==> config.mk <==
export PLATFORM = sky130hd
export DESIGN_NAME = sop_lut_eval_flat
export DESIGN_NICKNAME = d
export VERILOG_FILES = /design/src/rtl/sop_lut_eval_pkg.sv /design/src/rtl/sop_lut_eval_if.sv /design/src/rtl/sop_lut_eval_sweep_ctr.sv /design/src/rtl/sop_lut_eval.sv /design/src/flat_wrapper.sv
export SDC_FILE = /design/constraint.sdc
export NUM_CORES = 1
export LEC_CHECK = 0
export ABC_AREA = 1
export BUFFER_PORTS_ARGS = -buffer_cell sky130_fd_sc_hd__buf_2
export CORE_ASPECT_RATIO = 1.25
export CORE_MARGIN = 2
export CORE_UTILIZATION = 47
export CTS_CLUSTER_SIZE = 14
export DETAILED_ROUTE_END_ITERATION = 10
export HOLD_SLACK_MARGIN = 0.03
export PLACE_DENSITY = 0.67
export SLEW_MARGIN = 20
export SYNTH_ARGS = -nofsm -noshare
export SYNTH_HDL_FRONTEND = slang
export SYNTH_SLANG_ARGS = --single-unit
==> constraint.sdc <==
create_clock -name clk -period 2.2 [get_ports clk]
set_clock_uncertainty 0.2 [all_clocks]
set_input_delay 0.22 -clock clk [delete_from_list [all_inputs] [get_ports clk]]
set_output_delay 0.22 -clock clk [all_outputs]
set_load 0.05 [all_outputs]
==> src/rtl/sop_lut_eval_pkg.sv <==
// Shared types and constants for the serial-configured sum-of-products LUT evaluator.
package sop_pkg;

   typedef enum logic [1:0] {
      IDLE  = 2'd0,
      SWEEP = 2'd1,
      DONE  = 2'd2
   } sop_state_t;

   localparam logic [15:0] TT_INIT_DEF = 16'h55B5;

endpackage

==> src/rtl/sop_lut_eval_if.sv <==
// Evaluation, configuration and sweep signals of the LUT evaluator.
interface sop_lut_eval_if #(parameter int N_IN = 4);

   logic            cfg_en;
   logic            cfg_bit;
   logic            in_valid;
   logic [N_IN-1:0] in_x;
   logic            f_s;
   logic            out_valid;
   logic            sweep_start;
   logic            sweep_busy;
   logic            sweep_done;
   logic [N_IN:0]   minterm_cnt;

   modport master (
      output cfg_en, cfg_bit, in_valid, in_x, sweep_start,
      input  f_s, out_valid, sweep_busy, sweep_done, minterm_cnt
   );

   modport slave (
      input  cfg_en, cfg_bit, in_valid, in_x, sweep_start,
      output f_s, out_valid, sweep_busy, sweep_done, minterm_cnt
   );

endinterface

==> src/rtl/sop_lut_eval_sweep_ctr.sv <==
// Sweep index counter and minterm accumulator; idx is one bit wider than the
// address so the terminal count 2^N_IN is representable without wrapping.
module sop_sweep_ctr #(
   parameter int N_IN = 4
) (
   input  logic                   clk,
   input  logic                   rst,
   input  logic                   clr,
   input  logic                   en,
   input  logic [(1<<N_IN)-1:0]   tt,
   output logic [N_IN:0]          cnt,
   output logic                   last
);

   localparam logic [N_IN:0] LAST_IDX = (N_IN+1)'((1 << N_IN) - 1);

   logic [N_IN:0] idx;
   logic          cur_bit;

   assign cur_bit = tt[idx[N_IN-1:0]];
   assign last    = (idx == LAST_IDX);

   always_ff @(posedge clk or posedge rst) begin
      if (rst) begin
         idx <= '0;
         cnt <= '0;
      end else if (clr) begin
         idx <= '0;
         cnt <= '0;
      end else if (en) begin
         idx <= idx + 1'b1;
         cnt <= cnt + {{N_IN{1'b0}}, cur_bit};
      end
   end

endmodule

==> src/rtl/sop_lut_eval.sv <==
// Truth-table LUT evaluator: serial table load, 1-cycle registered lookup,
// and a sweep that counts the minterms of the stored function.
module sop_lut_eval
   import sop_pkg::*;
#(
   parameter int                  N_IN    = 4,
   parameter logic [(1<<N_IN)-1:0] TT_INIT = TT_INIT_DEF
) (
   input  logic              clk,
   input  logic              rst,
   sop_lut_eval_if.slave     bus
);

   localparam int TT_W   = 1 << N_IN;
   localparam int STAGES = 1;

   sop_state_t        state_q, state_d;
   logic [TT_W-1:0]   tt;
   logic [STAGES:0]   vld_pipe;
   logic              f_q;
   logic              eval;
   logic              tt_shift;
   logic              sweep_clr;
   logic              sweep_en;
   logic              sweep_last;

   always_ff @(posedge clk or posedge rst) begin
      if (rst) state_q <= IDLE;
      else     state_q <= state_d;
   end

   // sweep_start wins over cfg_en so the table cannot move under a new sweep
   always_comb begin
      state_d   = state_q;
      eval      = 1'b0;
      tt_shift  = 1'b0;
      sweep_clr = 1'b0;
      sweep_en  = 1'b0;
      case (state_q)
         IDLE: begin
            eval = bus.in_valid;
            if (bus.sweep_start) begin
               sweep_clr = 1'b1;
               state_d   = SWEEP;
            end else begin
               tt_shift  = bus.cfg_en;
            end
         end
         SWEEP: begin
            sweep_en = 1'b1;
            if (sweep_last) state_d = DONE;
         end
         DONE:    state_d = IDLE;
         default: state_d = IDLE;
      endcase
   end

   always_ff @(posedge clk or posedge rst) begin
      if (rst)           tt <= TT_INIT;
      else if (tt_shift) tt <= {tt[TT_W-2:0], bus.cfg_bit};
   end

   // lookup reads the pre-shift table when eval and shift share a cycle
   always_ff @(posedge clk or posedge rst) begin
      if (rst)       f_q <= 1'b0;
      else if (eval) f_q <= tt[bus.in_x];
   end

   assign vld_pipe[0] = eval;

   always_ff @(posedge clk or posedge rst) begin
      if (rst) vld_pipe[STAGES:1] <= '0;
      else     vld_pipe[STAGES:1] <= vld_pipe[STAGES-1:0];
   end

   sop_sweep_ctr #(.N_IN(N_IN)) u_ctr (
      .clk  (clk),
      .rst  (rst),
      .clr  (sweep_clr),
      .en   (sweep_en),
      .tt   (tt),
      .cnt  (bus.minterm_cnt),
      .last (sweep_last)
   );

   assign bus.f_s        = f_q;
   assign bus.out_valid  = vld_pipe[STAGES];
   assign bus.sweep_busy = (state_q == SWEEP);
   assign bus.sweep_done = (state_q == DONE);

endmodule

==> src/flat_wrapper.sv <==
// flat-port wrapper written by rule: the top's interface ports become plain ports
module sop_lut_eval_flat import sop_pkg::*;
#(
   parameter int                  N_IN    = 4,
   parameter logic [(1<<N_IN)-1:0] TT_INIT = TT_INIT_DEF
)
  (clk, rst, bus_cfg_en, bus_cfg_bit, bus_in_valid, bus_in_x, bus_sweep_start, bus_f_s, bus_out_valid, bus_sweep_busy, bus_sweep_done, bus_minterm_cnt);
  sop_lut_eval_if #(.N_IN(N_IN)) bus_i ();
  input  logic clk;
  input  logic rst;
  input wire logic [$bits(bus_i.cfg_en)-1:0] bus_cfg_en;
  input wire logic [$bits(bus_i.cfg_bit)-1:0] bus_cfg_bit;
  input wire logic [$bits(bus_i.in_valid)-1:0] bus_in_valid;
  input wire logic [$bits(bus_i.in_x)-1:0] bus_in_x;
  input wire logic [$bits(bus_i.sweep_start)-1:0] bus_sweep_start;
  output wire logic [$bits(bus_i.f_s)-1:0] bus_f_s;
  output wire logic [$bits(bus_i.out_valid)-1:0] bus_out_valid;
  output wire logic [$bits(bus_i.sweep_busy)-1:0] bus_sweep_busy;
  output wire logic [$bits(bus_i.sweep_done)-1:0] bus_sweep_done;
  output wire logic [$bits(bus_i.minterm_cnt)-1:0] bus_minterm_cnt;
  assign bus_i.cfg_en = bus_cfg_en;
  assign bus_i.cfg_bit = bus_cfg_bit;
  assign bus_i.in_valid = bus_in_valid;
  assign bus_i.in_x = bus_in_x;
  assign bus_i.sweep_start = bus_sweep_start;
  assign bus_f_s = bus_i.f_s;
  assign bus_out_valid = bus_i.out_valid;
  assign bus_sweep_busy = bus_i.sweep_busy;
  assign bus_sweep_done = bus_i.sweep_done;
  assign bus_minterm_cnt = bus_i.minterm_cnt;
  sop_lut_eval #(.N_IN(N_IN), .TT_INIT(TT_INIT)) u_core (.clk(clk), .rst(rst), .bus(bus_i));
endmodule
[Word level (Yosys, flattened, before mapping)]
Index checks and enable logic that the tools add are counted.
Storage, ports and cells
  bits in registers: 30
  bits of input ports: 10
  output and inout port bits: 9
  logic and storage cells: 35
Operators by class
  add/sub/neg operators: 2
  magnitude comparators: 2
  equality and inequality tests: 5
  muxes and demuxes: 17
  reduce and logical (&&, ||, !) cells: 3
Operators with widths (count)
  5-bit 2-to-1 mux: 4
  4-bit by 5-bit < comparator with 1-bit output (second input constant): 2
  1-bit binary-select mux with 4-bit select: 2
  1-bit 2-to-1 mux: 8
  5-bit by 1-bit adder with 5-bit output: 1
  5-bit by 1-bit adder with 5-bit output (second input constant): 1
  5-bit by 4-bit == test with 1-bit output (second input constant): 1
  2-bit 2-to-1 mux: 2
  2-bit one-hot mux with 2 select lines: 1
  2-bit by 1-bit == test with 1-bit output (second input constant): 1
  2-bit == test (second input constant): 1
  2-bit logical NOT: 1
  2-bit by 1-bit != test with 1-bit output (second input constant): 1
  2-bit != test (second input constant): 1
  2-bit AND reduction: 1
  2-bit nonzero test: 1

[Depth between registers and ports, before layout]
Gate-level depths: netlist of run 1.
  depth in word-level cells: 5
  mapped depth: 12
  depth with buffers taken out: 12

[Cells and area by module]
From an unflattened synthesis of run 1, not the netlist that was laid out.
Unflattened totals
  cell total of the unflattened synthesis: 215
  area, all modules: 1624.1 sq um
Modules (own cells, without submodules)
  sop_lut_eval: instances 1, cells an instance 116, area each 957.2 sq um
  sop_sweep_ctr: instances 1, cells an instance 99, area each 666.9 sq um

[Worst setup path before layout of run 1]
Ideal clock, no wire load.
  path type: register -> register
  start: register u_core.u_ctr.idx[0]
  end: register u_core.u_ctr.cnt[4]
  setup time: 147 ps
  arrival time: 1579 ps
  data required time: 1853 ps
  path slack: 274 ps
  stages on the path, launching flop included: 12
  path buffers: 1
  period minus slack after synthesis: 1926 ps
  cell sequence: dfrtp_1 -> buf_2 -> o211ai_1 -> nand3_1 -> nand3_1 -> nand2_1 -> ha_1 -> ha_1 -> nand2_1 -> nor2_2 -> a21oi_1 -> a21oi_1
Between the ends
  longest elaborated chain between the ends: 5
Ends and longest elaborated chain
  start: declaration: RTL line sop_lut_eval_sweep_ctr.sv:17  | logic [N_IN:0] idx;
  start signal: assignment: RTL line sop_lut_eval_sweep_ctr.sv:31  | idx <= idx + 1'b1;
  1-bit binary-select mux with 4-bit select: RTL line sop_lut_eval_sweep_ctr.sv:20  | assign cur_bit = tt[idx[N_IN-1:0]];
  1-bit 2-to-1 mux (implied by the code): RTL line sop_lut_eval_sweep_ctr.sv:20
  5-bit by 1-bit adder with 5-bit output: RTL line sop_lut_eval_sweep_ctr.sv:32  | cnt <= cnt + {{N_IN{1'b0}}, cur_bit};
  5-bit 2-to-1 mux: RTL line sop_lut_eval_sweep_ctr.sv:30  | end else if (en) begin
  5-bit 2-to-1 mux: RTL line sop_lut_eval_sweep_ctr.sv:27  | end else if (clr) begin
  end signal: assignment: RTL line sop_lut_eval_sweep_ctr.sv:32
  end: declaration: RTL line sop_lut_eval_sweep_ctr.sv:11  | output logic [N_IN:0] cnt,
No other way between the ends. The select of a mux whose other input is x is not followed.
A chain may end at the register's enable or synchronous reset.

[Worst setup path in the final report of run 1]
Same ends and word-level chain as after synthesis.

==> impl_metrics.ini, run 1 <==
[yosys]
syn_area_mm2 = 0.00156
synth_top_family_by_area = simple AND/OR/NAND/NOR gates
async_flop_share_pct = 100
synth-xor-area-share_pct = 0
ys_types = 21
syn_inst = 197
yosys.area_share.simple_pct = 27.3
muxShareOfSynthArea_pct = 0
synth_fp_nets = 211
synth_seq_cells = 30
synth_adder_area_share_pct = 3.21
syn_avg_cell_area_um2 = 7.92
yosys_warnings = 0
seq_area_frac_synth_pct = 48.8
synth_edf_count = 0
synth_flop_cell = dfrtp_1
synth_compound_area_share_pct = 12.9

[global_route]
gr-total-overflow = 0
grt_first_pass_wirelength_mm = 5.42
antenna_found_initial = 0
grt_use_total_pct = 18.8
grt_pass1_vias = 1231
grt_max_degree = 33

[power_and_ir_drop]
switchingPower_w = 0.00129
p_sw_share_pct = 45.5
cellInternalPower_w = 0.00154
ir_worst_vdd_v = 0.000835
pwr-share-comb_pct = 46.0
pwr-share-clk_pct = 14.2
power_w = 0.00283
power.leakage_nw = 0.935
seq_power_share_pct = 39.7
power_density_mw_per_mm2 = 1570

[placed_design]
gp_congestion = 0.865
io_buffers = 18
post-place-cells = 250
dp_hpwl_mm = 2.37
placed_area_mm2 = 0.00169

[timing]
slew-limit-headroom_pct = 60.7
fin_crit_sh_pct = 91.6
rsz0062_at_grt = false
fin_worst_hold_slack_ps = 73.5
setup_tns_ps = 0
finalSetupViolations = 0
drv_slew = 0
fmax_mhz = 496
timing.final.crit_period_ps = 2020
final-hold-violation-count = 0
tightest_slew_ps = 587

[die]
start_util_pct = 48.8
num_rows = 23
ios = 19
dieArea_mm2 = 0.00380
die_h_um = 68.4
die_w_um = 55.5
core_area_mm2 = 0.00319

[routing]
viasPerCell = 5.24
route.vias.total = 1367
wl_per_cell_um = 12.1
antenna_left = 0
drc_errors = 0
routed_wl_mm = 3.16
first_pass_iters = 4
dr.first_iter.drc_count = 53

[cts]
htreeDepth = 2
clockBufferDepth = 2
cts_tree = built
clk_pin_slew_ps = 60
cts_resized = 0
cts_setup_buffers = 0
cts_made_buffers = 5
cts_sinks = 30
clockRootBuffer = clkbuf_8
worstSkewPairLatency_ps = 280
holdBufCountCts = 3

[layout]
final_common_cell = nand2_1
final_cell_mix = nand2_1 (52), inv_1 (22), nand3_1 (22), dfrtp_1 (21), buf_2 (18)
fill_cells = 311
drive_gt1_share_pct = 20.5
insertedDiodeCount = 0
final_cells = 261
final_cell_area_mm2 = 0.00180
syn2layout_area_growth_pct = 15.6
num-nets-final = 237

[worst_setup_path]
startpoint_type = register
worstPathRequired_ps = 2160
r2r-start = u_core.u_ctr.idx[0]
crit_path_end_kind = register
startpoint = u_core.u_ctr.idx[0]
crit_arrival_ps = 1980
path_max_fanout = 6
critPathKind = reg2reg

[min_path]
hp-class = in2reg
min_from = bus_in_x[3]

[outcome]
run_status = finished, final reports clean

[flow_run]
drv_cap = 0
## worst max-delay path, stage by stage, from the launching register on
cell and delay [ps]:
dfrtp_1 420, buf_4 160, o211ai_1 150, nand3_1 110, nand3_1 90, nand2_1 60, ha_1 200, ha_1 200
nand2_1 100, nor2_2 50, a21oi_1 110, a21oi_1 50
## kinds of logic after synthesis
logic type / after synthesis
fa+ha+maj: 4
buf+inv: 30
simple gates: 96
compound gates: 37
flops: 30
## power groups by stage
| stage | Combinational, W | Clock (W) | Sequential [W] |
|---|---|---|---|
| 2_1_floorplan | 0.000850 | 0 | 0.00125 |
| 3_3_place_gp | 0.00127 | 0 | 0.00113 |
| 3_5_place_dp | 0.00131 | 0 | 0.00113 |
| 4_1_cts | 0.00131 | 0.000422 | 0.00112 |
| 5_1_grt | 0.00148 | 0.000442 | 0.00117 |
| 6_report | 0.00130 | 0.000403 | 0.00113 |
## worst paths after layout
| kind | endpoint | slack (ps) | cells after the start |
|---|---|---|---|
| min in group asynchronous | u_core.bus.out_valid | 360 | 4 |
| max in group asynchronous | u_core.tt[0] | 1130 | 4 |
| hold / removal | u_core.bus.f_s | 70 | 5 |
| hold reg to reg | u_core.u_ctr.cnt[4] | 270 | 1 |
| setup / recovery | u_core.u_ctr.cnt[4] | 180 | 11 |
| setup reg to reg | u_core.u_ctr.cnt[4] | 180 | 11 |
## flip-flops by register name (all words and copies together) (netlist names)
name,count
u_core.tt,16
u_core.u_ctr.idx,5
u_core.state_q,2
u_core.u_ctr.cnt,5
u_core.bus.out_valid,1
u_core.bus.f_s,1
## area by class of cell
type                    count  area [um^2]  share of cell area [%]
clock buffers               8         80.1                    4.44
multi-input cells         137          677                    37.5
repair buffers             24          143                    7.91
inverters                  25         96.3                    5.34
well taps                  37         46.3                    2.57
flip-flops and latches     30          762                    42.2
## synth_stat cells, drive strengths merged, types with 2 or more instances
cell type,instances,area share [%]
a21oi,14,4.7
buf,5,1.6
dfrtp,21,34
dfstp,9,15
ha,4,3.2
inv,25,6.2
nand2,54,13
nand3,22,7.1
nand4,2,0.80
nor2,17,5.4
o211ai,4,1.9
o21ai,17,5.5
o22ai,2,0.80
## layer usage
| layer | GRT usage [%] | up-vias | routed length (um) |
|---|---|---|---|
| met4 | 11.9 | 0 | 86 |
| met1 | 23.6 | 645 | 1400 |
| met2 | 29.5 | 23 | 1540 |
| met5 | 0 | - | 0 |
| li1 | - | 693 | - |
| met3 | 4.73 | 6 | 122 |
## through the flow
step | utilization, % | worst slack [ps]
floorplan | - | 274
global placement | 53.0 | 227
detailed placement | 53.0 | 214
CTS | 56.5 | 189
global route | 56.5 | 20.2
finish | 56.5 | 184
Note: power is estimated with default switching activity, not from simulation.
==> inputs of run 2 (changes only) <==
PLACE_DENSITY = 0.69   (was 0.67)
==> run 2 against run 1 <==
Against the previous run:
- first-iteration DRC count decreased by 5.7%
- sequential cell count unchanged
- non-clock buffer count unchanged
==> impl_metrics.ini, run 2 (synthesis results as in run 1) <==
[worst_setup_path]
critPathKind = reg2reg
crit_arrival_ps = 1980
r2r-start = u_core.u_ctr.idx[0]
cp_cell_sequence = buf_4 > o211ai_1 > nand3_1 > nand4_1 > nand2_1 > ha_1 > ha_1 > nand2_1 > nand2_1 > o21ai_0
crit_path_end_kind = register
startpoint_type = register
r2r_end = u_core.u_ctr.cnt[2]
worstPathRequired_ps = 2190
startpoint = u_core.u_ctr.idx[0]
path_depth = 10
path_max_fanout = 13
cp_slowest_stage_delay_ps = 380
path_delay_family = simple AND/OR/NAND/NOR gates
r2r_slack_ps = 210
crit_top_cell = nand2_1
reg2regPathDepth = 10
cp_num_buf_inv = 1
crit_path_top_delay_cell = dfrtp_1
critPathCapture = u_core.u_ctr.cnt[2]

[timing]
drv_slew = 0
timing.final.crit_period_ps = 1990
finalWorstSetupSlack_ps = 209
final-hold-violation-count = 0
fin_worst_hold_slack_ps = 66.9
slew-limit-headroom_pct = 56.2
fin_crit_sh_pct = 90.5
rsz0062_at_grt = true
finalSetupViolations = 0
fmax_mhz = 502
tightest_slew_ps = 657

[die]
num_rows = 23
die_w_um = 55.5
ios = 19
start_util_pct = 48.8
dieArea_mm2 = 0.00380
core_area_mm2 = 0.00319
die_h_um = 68.4

[cts]
cts_tree = built
clockBufferDepth = 2
clockRootBuffer = clkbuf_8
cts_setup_buffers = 0
cts_made_buffers = 5
clk_pin_slew_ps = 60
cts_resized = 0
htreeDepth = 2
cts_sinks = 30
worstSkewPairLatency_ps = 280

[routing]
wl_per_cell_um = 11.9
drc_errors = 0
first_pass_iters = 4
routed_wl_mm = 3.10
antenna_left = 0
dr.first_iter.drc_count = 50
route.vias.total = 1334
viasPerCell = 5.11

[placed_design]
dp_hpwl_mm = 2.39
dp_slack_ps = 199
io_buffers = 18
post-place-cells = 250
gp_congestion = 0.805

[layout]
num-nets-final = 237
regMostFlops = u_core.tt
largest_register_ffs = 16
syn2layout_area_growth_pct = 16.4
insertedDiodeCount = 0
final_cell_mix = nand2_1 (52), inv_1 (22), nand3_1 (22), dfrtp_1 (21), buf_2 (18)
final_cells = 261
drive_gt1_share_pct = 21.4
reg.largest.list = u_core.tt (16), u_core.u_ctr.cnt (5), u_core.u_ctr.idx (5)
fin_util_pct = 56.8
final_common_cell = nand2_1

[min_path]
hp-class = in2reg
min_from = bus_in_x[3]

[global_route]
antenna_found_initial = 0
grt_pass1_vias = 1252
gr-total-overflow = 0
grt_max_degree = 33
grt_first_pass_wirelength_mm = 5.46
grt_use_total_pct = 18.8

[power_and_ir_drop]
ir_worst_vdd_v = 0.000972
power_w = 0.00286
power_density_mw_per_mm2 = 1580
power.leakage_nw = 0.944

[outcome]
run_status = finished, final reports clean

[flow_run]
drv_cap = 0
run 2: worst min-delay path by stage:
| stage | end | slack (ps) | depth (start not counted) |
|---|---|---|---|
| 2_1_floorplan | u_core.bus.f_s | 100 | 1 |
| 3_3_place_gp | u_core.bus.f_s | 140 | 2 |
| 3_5_place_dp | u_core.tt[13] | 140 | 2 |
| 4_1_cts | u_core.bus.f_s | 70 | 5 |
| 5_1_grt | u_core.state_q[0] | 90 | 3 |
| 6_report | u_core.bus.f_s | 70 | 5 |
run 2: worst min-delay path, stage by stage:
cell and delay [ps]:
buf_2 90, nand2_1 40, nand2_1 70, nand2_1 50, nand2_1 40
run 2: metal layers:
layer  part of all wire [%]  GRT usage, %  vias up
li1                       -             -      694
met1                     47          21.9      614
met2                     48          33.0       19
met3                    2.9          3.40        7
met4                    2.2          11.0        0
met5                      0             0        -
run 2: power breakdown:
| group | switching (W) | internal (W) | total (W) |
|---|---|---|---|
| clock | 0.000188 | 0.000251 | 0.000439 |
| sequential | 0.000239 | 0.000876 | 0.00112 |
| combinational | 0.000872 | 0.000433 | 0.00131 |
run 2: final cells by class:
class	count	area, um^2
Clock buffer	7	86.3
Fill cell	306	1380
Sequential cell	30	762
Clock inverter	1	5.00
Tap cell	37	46.3
Inverter	25	96.3
Multi-Input combinational cell	137	677
Timing Repair Buffer	24	143
run 2: stage by stage:
step	cell area, um^2	TNS (ps)
floorplan	1560	0
global placement	1690	0
CTS	1820	0
global route	1820	-22.1
finish	1820	0
detailed placement	1690	0
run 2: repair_timing:
action	4_1_cts	5_1_grt
hold buffers	3	0
setup endpoints to repair	0	2
hold endpoints to repair	12	0
